### src/rtl/univ_shift_reg.sv
// Universal N-bit shift register: hold / shift right / shift left / parallel load.
// Latency: 1 clock from the sampling edge of ctrl/d to q; q is driven straight from flops.
// Backpressure: none; a new operation is accepted on every rising clk edge.
// Optional: define UNIV_SHIFT_REG_SOUT_EN to add the registered serial-out ports so_r / so_l.

module univ_shift_reg #(
    parameter int N = 4
) (
    input  logic         clk,
    input  logic         rst,
    input  logic [1:0]   ctrl,
    input  logic [N-1:0] d,
`ifdef UNIV_SHIFT_REG_SOUT_EN
    output logic         so_r,
    output logic         so_l,
`endif
    output logic [N-1:0] q
);

    localparam logic [1:0] OP_HOLD  = 2'b00;
    localparam logic [1:0] OP_SHR   = 2'b01;
    localparam logic [1:0] OP_SHL   = 2'b10;
    localparam logic [1:0] OP_LOAD  = 2'b11;

    logic [N-1:0] r_q;
    logic [N-1:0] r_d;

    // Next-state select; shifts fill from the matching end of d so repeated
    // shifts saturate to the fill bit rather than wrapping around.
    always_comb begin
        r_d = r_q;
        case (ctrl)
            OP_HOLD: r_d = r_q;
            OP_SHR:  r_d = {d[N-1], r_q[N-1:1]};
            OP_SHL:  r_d = {r_q[N-2:0], d[0]};
            OP_LOAD: r_d = d;
            default: r_d = r_q;
        endcase
    end

    // Main register; reset clears it immediately and keeps it clear while low.
    always_ff @(posedge clk or negedge rst) begin
        if (!rst) begin
            r_q <= '0;
        end else begin
            r_q <= r_d;
        end
    end

    assign q = r_q;

`ifdef UNIV_SHIFT_REG_SOUT_EN
    logic so_r_q;
    logic so_r_d;
    logic so_l_q;
    logic so_l_d;

    // Capture the bit that falls off each end; each holds on every other op.
    always_comb begin
        so_r_d = so_r_q;
        so_l_d = so_l_q;
        if (ctrl == OP_SHR) begin
            so_r_d = r_q[0];
        end
        if (ctrl == OP_SHL) begin
            so_l_d = r_q[N-1];
        end
    end

    // Serial-out flops share the register's reset so both clear together.
    always_ff @(posedge clk or negedge rst) begin
        if (!rst) begin
            so_r_q <= 1'b0;
            so_l_q <= 1'b0;
        end else begin
            so_r_q <= so_r_d;
            so_l_q <= so_l_d;
        end
    end

    assign so_r = so_r_q;
    assign so_l = so_l_q;
`endif

endmodule

### config.mk
export PLATFORM = sky130hd
export DESIGN_NAME = univ_shift_reg
export DESIGN_NICKNAME = d
export VERILOG_FILES = /design/src/rtl/univ_shift_reg.sv
export SDC_FILE = /design/constraint.sdc
export NUM_CORES = 1
export LEC_CHECK = 0
export CAP_MARGIN = 10
export CORE_AREA = 2 2 39 41
export DETAILED_ROUTE_END_ITERATION = 8
export DIE_AREA = 0 0 41 43
export GPL_TIMING_DRIVEN = 0
export SYNTH_ARGS = -nofsm -noshare
export SYNTH_HDL_FRONTEND = slang
export SYNTH_SLANG_ARGS = --single-unit
### constraint.sdc
create_clock -name clk -period 1.8 [get_ports clk]
set_clock_uncertainty 0.2 [all_clocks]
set_input_delay 0.54 -clock clk [delete_from_list [all_inputs] [get_ports clk]]
set_output_delay 0.54 -clock clk [all_outputs]
set_load 0.01 [all_outputs]
==> flow_summary.yaml <==
logic_synthesis:
  yosysTopAreaCell: "dfrtp_1"
  async_reset_ff_frac: 1.00
  ys_warn_count: 0
  synth_edf_count: 0
  yosys.area.top_type_share: 0.526
  syn_area_um2: 190
  yosysUniqueCellTypes: 5
  ys_seq_elements: 4
  syn_avg_cell_area_um2: 15.8
  synth.most_common_cell: "dfrtp_1"
  synthTopCellsByCount: "4 x dfrtp_1, 2 x mux2i_1, 2 x mux4_1, 2 x nand2_1, 2 x o21ai_0"
  synthTopCellsByArea: "dfrtp_1 53%, mux4_1 28%, mux2i_1 11%"
  synth_nets: 20
  ys.flop_type: "dfrtp_1"
  syn_inst: 12
  ys_seq_area_frac: 0.526
pwr:
  switchingPower_mw: 0.0716
  combPwrFrac: 0.228
  seqPwrFrac: 0.399
  p_sw_frac: 0.244
  ir_drop_mv: 0.348
  p_clk_frac: 0.372
  powerDensity_nw_per_um2: 871
  leakage_nw: 0.154
  p_total_mw: 0.293
  internal-power_mw: 0.222
drt:
  vias: 177
  viasPerCell: 4.21
  route.detailed.drc: 0
  routed_wl_um: 486
  antenna_left: 0
  wl_per_cell_um: 11.6
  drt_pre_antenna_iters: 2
  drt_iter0_markers: 2
placed_design:
  gp_congestion: 0.687
  dp_slack_ns: -0.275
  port_buffers: 11
  dp_cells: 39
floorplan:
  die_w_um: 41
  coreArea_um2: 1380
  die_y_um: 43
  dieArea_um2: 1760
  rows: 14
  start_util: 0.137
  ios: 12
timing:
  rsz0062_at_grt: "no"
  maxSlewViolCount: 0
  max_slew_margin: 0.843
  fin_tns_setup_ns: 0
  period_minus_slack_ns: 1.67
  fmax_ghz: 0.599
  finalSetupViolCount: 0
  finalCritPeriodShare: 0.928
  layout_setup_ws_ns: 0.130
  worst_pin_slew_ns: 0.236
  hold_viol: 0
clock_tree:
  cts_tree: "built"
  cts-root-buf: "clkbuf_4"
  cts_hold_buf: 0
  htree_levels: 1
  cts.sink_count: 4
  clkLatencyLatePin_ns: 0.23
  clk_pin_slew_ns: 0.04
  cts_buffer_depth: 2
  cts_inserted_buffers: 3
worst_setup_path:
  r2r_cells: 1
  critPathSlowestCell: "dfrtp_1"
  cp_max_fo: 4
  crit_buf_inv: 1
  crit_start: "q[1]$_DFFE_PN0P_"
  cp_cell_sequence: "dlygate4sd2_1"
  r2r-end: "q[1]$_DFFE_PN0P_"
  r2r_start: "q[2]$_DFFE_PN0P_"
  cp-end-kind: "output pin"
  worstSetupStartpointType: "register"
  path_delay_family: "flip-flops"
  critical-path-max-stage-delay_ns: 0.40
  cp.arrival_ns: 0.93
  r2r_slack_ns: 0.54
  cp.required_ns: 1.06
  critPathKind: "reg -> out"
global_route:
  grt_usage: 0.0802
  antenna_found_initial: 0
  grt_pass1_vias: 199
  grt_pass1_wl_um: 848
  grt_max_degree: 6
  overflow: 0
outcome:
  status: "finished, final reports clean"
final_layout:
  layout-drive-gt1-share: 0.115
  final_nets: 36
  antennaDiodeCount: 0
  largest_reg_flops: 4
  final_cells: 42
  syn2layout_area_growth_pct: 77.0
  final_core_util: 0.243
  nFillCells: 150
worst_hold_path:
  hp-class: "in -> async"
run:
  drv_cap: 0
power by group through the flow:
stage	sequential (mW)	combinational, mW	clock (mW)
global placement	0.116	0.0766	0
CTS	0.117	0.0687	0.114
finish	0.117	0.0669	0.109
global route	0.120	0.0737	0.122
floorplan	0.122	0.0214	0
detailed placement	0.119	0.0787	0
cell families after synthesis:
logic type / Yosys count / share of synthesized area
DFF: 4 / 0.526
AOI/OAI and AO/OA: 2 / 0.0526
and+or+nand+nor: 2 / 0.0395
muxes: 4 / 0.382
timing repair:
action	CTS	global route
setup buffers	0	0
gates resized for setup	5	0
setup endpoints to repair	6	0
how the worst max path moves through the flow:
stage / endpoint / slack [ns] / cells past startpoint
finish: q[1] / 0.13 / 1
global route: q[2] / 0.08 / 1
CTS: q[2] / 0.12 / 1
detailed placement: q[1]$_DFFE_PN0P_ / -0.27 / 2
global placement: q[1]$_DFFE_PN0P_ / -0.23 / 2
floorplan: q[1]$_DFFE_PN0P_ / 0.42 / 1
per-stage QoR:
stage / cell area (um^2) / hold slack, ns
finish: 337 / 0.314
global route: 337 / 0.319
CTS: 337 / 0.315
detailed placement: 320 / 0.412
global placement: 320 / 0.376
floorplan: 190 / 0.0444
layout make-up:
class | instances | area [um^2] | share of cell area
Clock buffer | 3 | 22.5 | 0.0669
Multi-Input combinational cell | 8 | 90.1 | 0.268
Sequential cell | 4 | 100 | 0.297
Tap cell | 16 | 20.0 | 0.0595
Timing Repair Buffer | 11 | 104 | 0.309
per-layer routing:
metal / GRT usage / share of wire / vias up / wire, um
li1: - / - / 78 / -
met1: 0.0900 / 0.43 / 83 / 211
met2: 0.0906 / 0.38 / 14 / 183
met3: 0.0733 / 0.18 / 2 / 86
met4: 0.0600 / 0.0082 / 0 / 4
met5: 0 / 0 / - / 0
placed cells by master, fill, tap and decap left out:
| cell type | instances |
|---|---|
| dfrtp_1 | 4 |
| clkdlybuf4s50_1 | 6 |
| mux4_1 | 2 |
| o21ai_0 | 2 |
| clkbuf_4 | 3 |
| dlygate4sd2_1 | 5 |
| mux2i_1 | 2 |
| nand2_1 | 2 |
No activity file was read; power rests on OpenSTA's default activity.
